## src/rtl/pipe_ctrl.sv

```systemverilog
// -----------------------------------------------------------------------------
// pipe_ctrl -- central sequencing controller for the 5-stage MIPS32 pipeline.
//
// Merges per-stage stall requests into one priority-encoded hold vector,
// sequences multi-cycle divide stalls with a 6-bit countdown, and turns a
// committed exception / ERET into a one-cycle flush with a redirect PC.
//
// Ports:
//   Clk            in   1   system clock, rising edge
//   Rst            in   1   synchronous reset, active-high
//   Stall_Req_IF   in   1   instruction fetch not ready
//   Stall_Req_ID   in   1   load-use hazard in ID
//   Div_Start      in   1   EX issues a divide this cycle
//   Stall_Req_MEM  in   1   data memory wait
//   Excp_Valid     in   1   exception committed in MEM
//   Excp_Eret      in   1   qualifies Excp_Valid as ERET
//   CP0_EPC        in  32   ERET return address
//   Stall          out  6   hold per stage {WB,MEM,EX,ID,IF,PC}, 1 = hold
//   Flush          out  1   clear all pipeline registers, load New_PC
//   New_PC         out 32   redirect target, non-zero only while Flush = 1
//   Div_Done       out  1   divide result valid in EX (level)
//   Stall_Cnt      out 32   stall performance counter
//
// Build option:
//   PIPE_CTRL_PERF_EN  when defined, Stall_Cnt counts non-reset cycles with
//                      Stall[0] = 1 (saturating); otherwise it is tied to 0.
// -----------------------------------------------------------------------------
module pipe_ctrl #(
    parameter int unsigned DIV_CYCLES = 32,
    parameter logic [31:0] EXC_VECTOR = 32'h00000020
) (
    input  logic        Clk,
    input  logic        Rst,
    input  logic        Stall_Req_IF,
    input  logic        Stall_Req_ID,
    input  logic        Div_Start,
    input  logic        Stall_Req_MEM,
    input  logic        Excp_Valid,
    input  logic        Excp_Eret,
    input  logic [31:0] CP0_EPC,
    output logic [5:0]  Stall,
    output logic        Flush,
    output logic [31:0] New_PC,
    output logic        Div_Done,
    output logic [31:0] Stall_Cnt
);

    typedef enum logic [1:0] {
        ST_RUN   = 2'd0,
        ST_DIV   = 2'd1,
        ST_FLUSH = 2'd2
    } state_t;

    // The cycle that sees Div_Start already stalls, so the countdown covers
    // the remaining DIV_CYCLES-1 cycles.
    localparam logic [5:0] DIV_LOAD = 6'(DIV_CYCLES - 32'd1);

    state_t      state_r;
    state_t      state_nxt_s;
    logic [5:0]  cnt_r;
    logic [5:0]  cnt_nxt_s;
    logic [31:0] new_pc_r;
    logic [31:0] new_pc_nxt_s;
    logic        flush_r;
    logic        flush_nxt_s;
    logic [5:0]  stall_s;
    logic        div_busy_s;
    logic [31:0] exc_target_s;

    assign exc_target_s = Excp_Eret ? CP0_EPC : EXC_VECTOR;

    // Priority-encoded stall vector; FLUSH ignores every request.
    always_comb begin
        stall_s    = 6'b000000;
        div_busy_s = ((state_r == ST_RUN) && Div_Start) ||
                     ((state_r == ST_DIV) && (cnt_r != 6'd0));
        if (state_r == ST_FLUSH) begin
            stall_s = 6'b000000;
        end else if (Excp_Valid) begin
            stall_s = 6'b111111;
        end else if (Stall_Req_MEM) begin
            stall_s = 6'b011111;
        end else if (div_busy_s) begin
            stall_s = 6'b001111;
        end else if (Stall_Req_ID) begin
            stall_s = 6'b000111;
        end else if (Stall_Req_IF) begin
            stall_s = 6'b000011;
        end else begin
            stall_s = 6'b000000;
        end
    end

    // Next-state, countdown and redirect-capture logic.
    always_comb begin
        state_nxt_s  = state_r;
        cnt_nxt_s    = cnt_r;
        new_pc_nxt_s = new_pc_r;
        flush_nxt_s  = 1'b0;
        case (state_r)
            ST_RUN: begin
                if (Excp_Valid) begin
                    state_nxt_s  = ST_FLUSH;
                    new_pc_nxt_s = exc_target_s;
                    flush_nxt_s  = 1'b1;
                end else if (Div_Start) begin
                    state_nxt_s = ST_DIV;
                    cnt_nxt_s   = DIV_LOAD;
                end else begin
                    state_nxt_s = ST_RUN;
                end
            end
            ST_DIV: begin
                if (Excp_Valid) begin
                    // Aborted divide: never reaches the cnt == 0 done window.
                    state_nxt_s  = ST_FLUSH;
                    cnt_nxt_s    = 6'd0;
                    new_pc_nxt_s = exc_target_s;
                    flush_nxt_s  = 1'b1;
                end else if (cnt_r != 6'd0) begin
                    cnt_nxt_s = cnt_r - 6'd1;
                end else if (!Stall_Req_MEM) begin
                    state_nxt_s = ST_RUN;
                end else begin
                    // Result held (Div_Done high) until MEM lets EX move on.
                    state_nxt_s = ST_DIV;
                end
            end
            ST_FLUSH: begin
                state_nxt_s = ST_RUN;
            end
            default: begin
                state_nxt_s = ST_RUN;
                cnt_nxt_s   = 6'd0;
            end
        endcase
    end

    // State, countdown, redirect PC and flush registers.
    always_ff @(posedge Clk) begin
        if (Rst) begin
            state_r  <= ST_RUN;
            cnt_r    <= 6'd0;
            new_pc_r <= 32'h00000000;
            flush_r  <= 1'b0;
        end else begin
            state_r  <= state_nxt_s;
            cnt_r    <= cnt_nxt_s;
            new_pc_r <= new_pc_nxt_s;
            flush_r  <= flush_nxt_s;
        end
    end

    // Outputs are forced low while reset is asserted, even before the
    // synchronous reset has cleared the state registers.
    assign Stall    = Rst ? 6'b000000 : stall_s;
    assign Flush    = flush_r & ~Rst;
    assign New_PC   = Flush ? new_pc_r : 32'h00000000;
    assign Div_Done = ~Rst & (state_r == ST_DIV) & (cnt_r == 6'd0);

`ifdef PIPE_CTRL_PERF_EN
    logic [31:0] stall_cnt_r;

    // Saturating count of cycles in which the PC is held.
    always_ff @(posedge Clk) begin
        if (Rst) begin
            stall_cnt_r <= 32'h00000000;
        end else if (Stall[0] && (stall_cnt_r != 32'hFFFFFFFF)) begin
            stall_cnt_r <= stall_cnt_r + 32'd1;
        end else begin
            stall_cnt_r <= stall_cnt_r;
        end
    end

    assign Stall_Cnt = stall_cnt_r;
`else
    assign Stall_Cnt = 32'h00000000;
`endif

endmodule

```

## config.mk

```make
export PLATFORM = sky130hd
export DESIGN_NAME = pipe_ctrl
export DESIGN_NICKNAME = d
export VERILOG_FILES = /design/src/rtl/pipe_ctrl.sv
export SDC_FILE = /design/constraint.sdc
export NUM_CORES = 1
export LEC_CHECK = 0
export ABC_AREA = 1
export CORE_AREA = 4 4 102 66
export CTS_CLUSTER_SIZE = 25
export DETAILED_ROUTE_END_ITERATION = 12
export DIE_AREA = 0 0 106 70
export MAX_ROUTING_LAYER = met4
export PLACE_DENSITY_LB_ADDON = 0.05
export SLEW_MARGIN = 20
export SYNTH_ARGS = -nofsm -noshare
export SYNTH_HDL_FRONTEND = slang
export SYNTH_SLANG_ARGS = --single-unit
```

## constraint.sdc

```tcl
create_clock -name Clk -period 1.65 [get_ports Clk]
set_input_delay 0.33 -clock Clk [delete_from_list [all_inputs] [get_ports Clk]]
set_output_delay 0.33 -clock Clk [all_outputs]
set_load 0.01 [all_outputs]
```

# After elaboration in Yosys (flattened, before gate mapping)
# Cells that the tools add are included.
totals:
  mem_bits_rw: 0
  output_inout_bits: 72
  romBits: 0
  word_cells: 48
  n_memories: 0
  register_bits: 41
  inputBits: 40
  latch_bits: 0
op_classes:
  bitwise: 6
  div: 0
  multipliers: 0
  add_sub_neg: 1
  n_reduce_logical: 10
  mux: 21
  magnitude_cmp: 0
  shifts: 0
  n_eq_ne: 6
ops:
  columns: ["operator", "n"]
  rows:
  - ["32-bit 2-to-1 mux", 2]
  - ["6-bit 2-to-1 mux", 7]
  - ["6-bit case mux with 3 select lines", 1]
  - ["2-bit 2-to-1 mux", 4]
  - ["6-bit logical NOT", 1]
  - ["3-bit inequality test, second input constant", 2]
  - ["6-bit nonzero test", 1]
  - ["6-bit by 1-bit subtractor with 6-bit output, second input constant", 1]
  - ["5-bit 2-to-1 mux", 1]
  - ["4-bit 2-to-1 mux", 1]
  - ["2-bit inequality test, second input constant", 2]
  - ["2-bit case mux with 2 select lines", 1]
  - ["4-bit AND reduction", 1]
  - ["2-bit OR reduction", 2]
  - ["1-bit AND", 3]
  - ["1-bit 2-to-1 mux", 3]
  - ["3-bit 2-to-1 mux", 1]
  - ["1-bit inverter", 3]
  - ["2-bit by 1-bit == test with 1-bit output, second input constant", 1]
  - ["2-bit == test, second input constant", 1]
  - ["1-bit logical AND", 2]
  - ["2-bit logical NOT", 1]
  - ["2-bit AND reduction", 1]
  - ["1-bit logical OR", 1]

# Logic depth before layout (Yosys ltp)
logic_depth:
  word_depth: 8
  mapped_depth: 9
  depth_no_buf: 9

# Worst setup path after synthesis
# Ideal clock, no wire load.
synth_path:
  path_type: "reg2out"
  startpoint: "reg cnt_r[0]"
  endpoint: "out Stall[1]"
  slack_ns: 0.129
  arrival_ns: 1.191
  n_path_buf: 1
  path_stages_with_launch: 9
  path_cell_list: "dfxtp_1 -> inv_1 -> ha_1 -> nand3_1 -> nand2_1 -> nand4_1 -> nand2_1 -> nand2_1 -> buf_4"
synth_via:
  elab_chain_len: 8
synth_rtl:
  columns: ["item", "line_no", "rtl"]
  rows:
  - ["start: declaration", "60", "logic [5:0] cnt_r;"]
  - ["start signal: assignment", "148", "cnt_r <= cnt_nxt_s;"]
  - ["6-bit nonzero test", "76", "((state_r == ST_DIV) && (cnt_r != 6'd0));"]
  - ["1-bit logical AND", "76", null]
  - ["1-bit logical OR", "75", "div_busy_s = ((state_r == ST_RUN) && Div_Start) ||"]
  - ["4-bit 2-to-1 mux", "83", "end else if (div_busy_s) begin"]
  - ["5-bit 2-to-1 mux", "81", "end else if (Stall_Req_MEM) begin"]
  - ["6-bit 2-to-1 mux", "79", "end else if (Excp_Valid) begin"]
  - ["6-bit 2-to-1 mux", "77", "if (state_r == ST_FLUSH) begin"]
  - ["6-bit 2-to-1 mux", "156", "assign Stall = Rst ? 6'b000000 : stall_s;"]
  - ["end: declaration", "41", "output logic [5:0] Stall,"]
# Every way passes these cells.

# Worst setup path after layout
layout_path:
  startpoint: "reg cnt_r[1]"
  endpoint: "out Div_Done"
layout_via:
  elab_chain_len: 2
layout_rtl:
  columns: ["item", "line_no", "rtl"]
  rows:
  - ["6-bit logical NOT", "159", "assign Div_Done = ~Rst & (state_r == ST_DIV) & (cnt_r == 6'd0);"]
  - ["1-bit AND", "159", null]
  - ["end: declaration", "44", "output logic Div_Done,"]
# Every way passes these cells.

==> metrics.txt <==
Final Core Density 58.0%; Crit path required time 1.32 ns; Distinct cells, synth 27; Crit Path Max Fanout 2; register area share after synthesis 35.6%; Filler cells 583; VDD IR-drop max 330 uV; Final WS setup -0.109 ns; n_diodes 0; Core Region 0.00584 sq mm; status complete, but fails checks; Multi-input gate area 0.00112 sq mm; H-tree levels 2; CTS tree yes; clock sinks 41; Max Slew Vio Count 0; mapped cell area 0.00230 sq mm; CP arrival 1.43 ns; DRC Markers 0; Max clock buf depth 2; GRT Total Usage 17.4%; DP Worst Slack -0.567 ns; CTS clk-pin slew, worst paths 0.08 ns; Post-Place Cells 495; Worst Setup SP cnt_r[1]; Tcrit/Tclk final 107%; share of layout cells above drive strength 1 23.3%; first-pass GRT wire length 10,200 microns; Worst Path Buf+Inv 3; vias in the first global route 2,059; Hold-fix buffers, CTS 0; Die H 70 microns; Syn Inst Count 322; clock root buffer clkbuf_8; switching share of power 27.6%; largest net degree at the start of global routing 35; failing checks setup timing; Via density 4.35; GPL Wtd Cong 0.913; routed wire length 6210 microns; critical path, cell by cell inv_2 > ha_4 > nand3_4 > buf_4 > nor4_4 > buf_2; crit start category flip-flop; worst r2r src cnt_r[1]; Slowest-stage cell, CP dfxtp_2; max cap viols 0; FMAX 0.568 GHz; P per Cell Area 745 mW/mm^2; Yosys Warn Count 0; post-synthesis register bit count 41; final cell count without fillers 509; placed cell area 0.00323 sq mm; critical path's largest stage delay 0.33 ns; ranking of synthesized cells by area dfxtp_1 36%, buf_4 12%, o31ai_1 10%; Setup CP Type flip-flop to output pin; final hold violation count 0; final net count 466; worst skew pair latency 0.29 ns; drt wl/cell 12.2 microns; Reg power frac 42.2%; Layout area overhead 47.0%; share of the synthesized area in the top cell type 35.6%; first drt pass iteration count 4; fin crit period 1.76 ns; Finished Cell Area 0.00339 sq mm; Clock Skew 0.00553 ns; Int Power 1.83 mW; row count 22; Mean Syn Cell Area 7.16 sq um; clock network power share 33.0%; Synth area leader dfxtp_1; Hold Path Class flip-flop to flip-flop; Final HPWL DP 4450 microns; number of CTS-inserted buffers 5; port bufs 79; Initial Utilization 39.5%; initial antenna violation count 0; Remaining Overflow, GRT 0; Die X-Extent 106 microns; DR iter-0 viols 111; vias after detailed routing 2,216; RSZ-0062 raised after global routing true; leakage 1.54 nW; Top Ports 112; Die ar. 0.00742 sq mm; Final setup viols 4; Logic pwr share 24.8%; CP top delay family buffers and inverters; endpoint class of the critical path output pin; hold_sp new_pc_r[7]; post-route ant nets 0; switching pwr 695 uW; Register Area 831 sq um
==> layout by cell type (no fill, tap or decap), drive strengths merged <==
cell type,count
nor4,1
a21oi,5
o21ai,3
nor3,1
buf,54
nor2,59
nand2,32
nand4,2
clkbuf,8
inv,53
conb,32
dlygate4sd2,10
ha,2
dfxtp,41
o31ai,31
bufinv,1
clkdlybuf4s50,38
nand3,40
a31oi,2
clkdlybuf4s15,10
==> per-stage QoR <==
step | hold WS [ns] | total power, mW | TNS (ns)
floorplan | 0.440 | 1.45 | 0
CTS | 0.473 | 2.51 | -0.363
global placement | 0.455 | 1.66 | -27.52
global route | 0.489 | 2.66 | -0.532
finish | 0.470 | 2.52 | -0.261
detailed placement | 0.456 | 1.66 | -29.30
==> Yosys cell counts <==
master	instances
nor3_1	1
nor4_1	1
buf_6	3
inv_1	49
nand2_4	2
nor2_4	1
inv_2	3
buf_4	36
nand3_1	40
nand4_1	2
conb_1	1
a21oi_2	2
nand2_1	29
a31oi_1	2
nor2_8	1
o21ai_0	3
buf_1	4
clkbuf_1	2
a21oi_1	3
inv_4	1
nor2_2	3
dfxtp_1	41
o31ai_1	31
nand2_2	1
nor2_1	54
buf_2	4
ha_1	2
==> area by class of cell <==
cell class,count,area share (%)
clock buffers,7,2.55
repair buffers,113,29.9
multi-input cells,210,33.0
clock inverters,1,0.887
well taps,84,3.10
flip-flops and latches,41,24.5
inverters,53,6.02
==> kinds of logic (layout without fill, tap and decap cells) <==
logic type	after synthesis	count (layout)	synth area share (%)
flops	41	41	35.6
buf+inv	102	174	23.8
other cells	1	32	0.163
fa+ha+maj	2	2	1.09
compound gates	41	41	12.7
simple gates	135	135	26.7
==> state kept, by name, summed over array words and instances (netlist names) <==
signal / flops
new_pc_r: 32
cnt_r: 6
state_r: 2
flush_r: 1
==> tightest hold or removal path, cell delays in order (launching register included) <==
cell and delay [ns]:
dfxtp_1 0.30, inv_1 0.06, o31ai_1 0.07
==> repair_timing <==
item / CTS / global route
gates resized for setup: 129 / 20
setup endpoints to repair: 48 / 38
buffers inserted: 4 / 2
pin swaps: 5 / 4
==> power by group through the flow <==
| stage | Combinational, mW | Clock [mW] | Sequential (mW) |
|---|---|---|---|
| finish | 0.626 | 0.831 | 1.07 |
| global placement | 0.579 | 0 | 1.08 |
| CTS | 0.587 | 0.859 | 1.06 |
| floorplan | 0.362 | 0 | 1.08 |
| detailed placement | 0.577 | 0 | 1.08 |
| global route | 0.692 | 0.899 | 1.07 |
==> routing by layer <==
layer | track usage, % | vias to the layer above | wire (microns)
met1 | 24.6 | 963 | 3150
met3 | 5.26 | 5 | 508
met4 | 4.31 | 0 | 44
met5 | - | - | 0
met2 | 23.9 | 85 | 2500
li1 | - | 1163 | -
==> path summary, 6_finish.rpt <==
path	endpoint	slack (ns)	cells past startpoint
worst min register to register	new_pc_r[7]	0.47	2
worst max register to register	cnt_r[4]	0.20	11
worst max-delay path	Div_Done	-0.11	6
worst min-delay path	new_pc_r[7]	0.47	2
No activity file was read; power rests on OpenSTA's default activity.
